--- src/rtl/pdm_decimator.sv ---
// Third-order CIC decimator turning a +1/-1 PDM bitstream into signed 8-bit samples.
// Optional output clamping is enabled by defining PDM_DECIM_SAT_EN; otherwise the output wraps.
module pdm_decimator #(
    parameter int DECIM_LOG2 = 5
) (
    input  logic              clk_in,
    input  logic              rst_in,
    input  logic              tick_in,
    input  logic              pdm_in,
    output logic signed [7:0] sample_out,
    output logic              sample_valid_out
);

    localparam int W     = 3 * DECIM_LOG2 + 2;
    localparam int SHIFT = 3 * DECIM_LOG2 - 7;

    localparam logic signed [W-1:0] PLUS_ONE  = W'(1);
    localparam logic signed [W-1:0] MINUS_ONE = {W{1'b1}};
    localparam logic signed [W-1:0] POS_LIM   = W'(127);
    localparam logic signed [W-1:0] NEG_LIM   = W'(-128);

    logic signed [W-1:0]     integ1, integ2, integ3;
    logic signed [W-1:0]     snapshot;
    logic signed [W-1:0]     comb_dly1, comb_dly2, comb_dly3;
    logic signed [W-1:0]     comb1, comb2, comb3, scaled;
    logic signed [W-1:0]     pdm_step;
    logic signed [7:0]       sample_next;
    logic [DECIM_LOG2-1:0]   tick_cnt;
    logic                    pending;
    logic [1:0]              warmup_cnt;

    assign pdm_step = pdm_in ? PLUS_ONE : MINUS_ONE;

    // Integrators run as a registered cascade: each stage adds the previous stage's pre-edge value.
    // The last tick of a window also captures integrator 3 so the combs never see the next window.
    always_ff @(posedge clk_in or posedge rst_in) begin
        if (rst_in) begin
            integ1   <= '0;
            integ2   <= '0;
            integ3   <= '0;
            snapshot <= '0;
            tick_cnt <= '0;
            pending  <= 1'b0;
        end else begin
            pending <= tick_in && (&tick_cnt);
            if (tick_in) begin
                integ1   <= integ1 + pdm_step;
                integ2   <= integ2 + integ1;
                integ3   <= integ3 + integ2;
                tick_cnt <= tick_cnt + 1'b1;
                if (&tick_cnt) begin
                    snapshot <= integ3 + integ2;
                end
            end
        end
    end

    always_comb begin
        comb1  = snapshot - comb_dly1;
        comb2  = comb1 - comb_dly2;
        comb3  = comb2 - comb_dly3;
        scaled = comb3 >>> SHIFT;
`ifdef PDM_DECIM_SAT_EN
        if (scaled > POS_LIM) begin
            sample_next = 8'sd127;
        end else if (scaled < NEG_LIM) begin
            sample_next = -8'sd128;
        end else begin
            sample_next = 8'(scaled);
        end
`else
        sample_next = 8'(scaled);
`endif
    end

    // Combs advance on every decimated sample, but the first three results after reset are
    // still filling the filter history and are withheld from the output.
    always_ff @(posedge clk_in or posedge rst_in) begin
        if (rst_in) begin
            comb_dly1        <= '0;
            comb_dly2        <= '0;
            comb_dly3        <= '0;
            warmup_cnt       <= '0;
            sample_out       <= '0;
            sample_valid_out <= 1'b0;
        end else begin
            sample_valid_out <= 1'b0;
            if (pending) begin
                comb_dly1 <= snapshot;
                comb_dly2 <= comb1;
                comb_dly3 <= comb2;
                if (warmup_cnt != 2'd3) begin
                    warmup_cnt <= warmup_cnt + 2'd1;
                end else begin
                    sample_out       <= sample_next;
                    sample_valid_out <= 1'b1;
                end
            end
        end
    end

endmodule

--- config.mk ---
export PLATFORM = sky130hd
export DESIGN_NAME = pdm_decimator
export DESIGN_NICKNAME = d
export VERILOG_FILES = /design/src/rtl/pdm_decimator.sv
export SDC_FILE = /design/constraint.sdc
export NUM_CORES = 1
export LEC_CHECK = 0
export ABC_AREA = 1
export CAP_MARGIN = 15
export CORE_ASPECT_RATIO = 1.4
export CORE_MARGIN = 8
export CORE_UTILIZATION = 40
export CTS_CLUSTER_DIAMETER = 100
export DETAILED_ROUTE_END_ITERATION = 10
export GPL_ROUTABILITY_DRIVEN = 0
export PLACE_DENSITY_LB_ADDON = 0.25
export SYNTH_ARGS = -nofsm -noshare
export SYNTH_HDL_FRONTEND = slang
export SYNTH_SLANG_ARGS = --single-unit
--- constraint.sdc ---
create_clock -name clk_in -period 8.9 [get_ports clk_in]
set_input_delay 1.78 -clock clk_in [delete_from_list [all_inputs] [get_ports clk_in]]
set_output_delay 1.78 -clock clk_in [all_outputs]
set_load 0.005 [all_outputs]
==> results.cfg <==
[grt]
grt_start_max_net_pins = 71
grt_pass1_wl_um = 30710
grt_pass1_vias = 6848
track_usage_pct = 13.99
grt_antenna_before_repair = 0
grt_overflow_total = 0

[synthesis]
ys_seq_area_share_pct = 36.80
syn-cell-area_um2 = 8772
synth_edf_count = 0
avgSynthCellArea_um2 = 7.896
ys_seq_elements = 129
async_flop_share_pct = 100.0
syn_inst = 1111
synth.most_common_cell = nand2_1
yosys_warnings = 0
syn_nets = 1211
synth_common_cells = nand2_1, inv_1, dfrtp_1
synth.distinct_cells = 47
synth_top_area_share_pct = 36.80
synth_top_flop_cell = dfrtp_1
yosysTopAreaCell = dfrtp_1
synth_area_leaders = dfrtp_1, ha_1, nand2_1

[placed_design]
place_area_um2 = 9209
pre_cts_slack_ps = 4429
portBuffers = 12
dpl.hpwl_um = 13240

[worst_setup_path]
cpPeakStageDelay_ps = 400
endpoint_kind = flip-flop
path_class = reg -> reg
crit_start = snapshot[0]
rr_startpoint = snapshot[0]
worstRegToRegCells = 23
endpoint = sample_out[6]
crit_path_cell_trace = inv_1, ha_1, inv_1, fa_1, nand3_1, nand2_1, a21oi_2, o21ai_2, a21oi_2, xnor2_1, ha_1, nand2_1, o21ai_0, a21oi_1, o21bai_1, xor2_1, ha_1, inv_1, nor3_1, a221oi_1, nand3_1, nand3_1, nand2_1
cp-start-kind = flip-flop
r2r-end = sample_out[6]
reg2reg_slack_ps = 4670
critPathMaxFanout = 4
crit_slowest_cell = fa_1
crit_required_ps = 9220
cp.arrival_ps = 4550

[sta]
finalSetupTns_ps = 0
fmax_mhz = 236.3
setup_viol_count_final = 0
setup_ws_ps = 4668
hold_viol_final = 0
skew_ps = 11.05
worstMarginPinSlew_ps = 751.7
max_slew_margin_pct = 49.75
period_needed_ps = 4232
fin_crit_sh_pct = 47.55
drv_slew = 0
rsz0062_at_grt = false

[drt]
drtIter0Drc = 230
totalWireLength_um = 17680
drcViolationCount = 0
postRouteAntennaNets = 0
vias = 7001
via_per_inst = 4.889
drt-wirelength-per-cell_um = 12.34
dr.pass1.iters = 4

[floorplan]
num_rows = 64
top_level_ports = 13
die_y_um = 191.2
coreArea_um2 = 21700
start_util_pct = 40.42
die-area_um2 = 26990
die_w_um = 141.2

[clocking]
cts_resized = 0
cts_tree = built
cts_max_level = 4
ctsLongestPathBuffers = 2
clkSlewWorstSetupHoldPaths_ps = 60
clk_latency_ps = 430
cts_root_buf = clkbuf_16
cts_setup_buffers = 0
cts-hold-fix-buffers = 0
cts_sinks = 129
cts_made_buffers = 17

[min_path]
holdCritPathClass = reg -> reg

[layout]
design_area_um2 = 9841
syn_to_final_growth_pct = 12.18
fillCellCount = 2179
final_core_util_pct = 45.35
nNetsFinal = 1222
layout-drive-gt1-share_pct = 7.665
antenna_cells = 0

[outcome]
status = finished, final reports clean

[flow_run]
maxCapViolCount = 0
==> worst min-delay path by stage <==
| stage | startpoint | endpoint | slack (ps) | cells after the start |
|---|---|---|---|---|
| 2_1_floorplan | integ1[15] | integ1[15] | 440 | 2 |
| 3_3_place_gp | integ3[0] | integ3[0] | 460 | 2 |
| 3_5_place_dp | sample_out[6] | sample_out[6] | 460 | 2 |
| 4_1_cts | sample_out[6] | sample_out[6] | 480 | 2 |
| 5_1_grt | integ1[15] | integ1[15] | 500 | 2 |
| 6_report | sample_out[6] | sample_out[6] | 480 | 2 |
==> worst max-delay path: cells and delay by family, from the launching register on <==
| kind | cells | cell delay (ps) |
|---|---|---|
| compound gates | 7 | 1390 |
| flops | 1 | 350 |
| fa+ha+maj | 4 | 1180 |
| simple gates | 7 | 610 |
| xor+xnor | 2 | 310 |
| buf+inv | 3 | 290 |
==> logic make-up after synthesis <==
family | share of synthesized area [%]
muxes | 0.1284
adders and majority gates | 14.12
buffers and inverters | 6.732
xor gates and xnor gates | 5.691
AOI/OAI and AO/OA | 15.42
and+or+nand+nor | 21.11
DFF | 36.80
==> registers in the layout (all words and copies together), names as in the netlist, 2 cells and up <==
signal / flops
comb_dly1: 16
comb_dly2: 16
comb_dly3: 16
integ1: 16
integ2: 16
integ3: 16
snapshot: 16
sample_out: 8
tick_cnt: 5
warmup_cnt: 2
==> cell type report <==
class	instances	area, um2	share of cell area, %
tap	297	371.6	3.776
inverter	133	504.2	5.124
clock buffer	17	425.4	4.323
timing repair buffer	16	150.1	1.526
multi-input combinational	825	4954	50.34
sequential	129	3229	32.82
clock inverter	15	206.4	2.098
==> metrics by stage <==
step	hold slack [ps]	std cells
floorplan	441.9	1111
global route	503.2	1432
detailed placement	464.4	1400
CTS	481.7	1432
finish	475.7	1432
global placement	460.8	1400
==> layer usage <==
| layer | share of wire [%] | track usage (%) |
|---|---|---|
| met1 | 42 | 13.90 |
| met2 | 54 | 27.65 |
| met3 | 2.2 | 2.949 |
| met4 | 1.8 | 5.224 |
| met5 | 0 | 0 |
==> cells in the final DEF (no fill, tap or decap), types with 6 or more instances in the layout <==
cell type | netlist | final
a21oi_1 | 78 | 78
a21oi_2 | 10 | 10
a31oi_1 | 12 | 12
clkbuf_16 | 0 | 17
clkdlybuf4s50_1 | 0 | 12
dfrtp_1 | 129 | 128
ha_1 | 91 | 91
inv_1 | 131 | 130
nand2_1 | 286 | 286
nand2_2 | 9 | 9
nand3_1 | 60 | 60
nand3_2 | 6 | 6
nand4_1 | 9 | 9
nor2_1 | 40 | 40
o21ai_0 | 95 | 95
o21ai_1 | 8 | 8
o21ai_2 | 9 | 9
o21bai_1 | 7 | 7
or2_2 | 8 | 8
xnor2_1 | 20 | 20
xor2_1 | 37 | 37
Power is left out: the tool's default activity adds up to more than one toggle a clock period on the data nets, which glitch-free logic cannot reach.
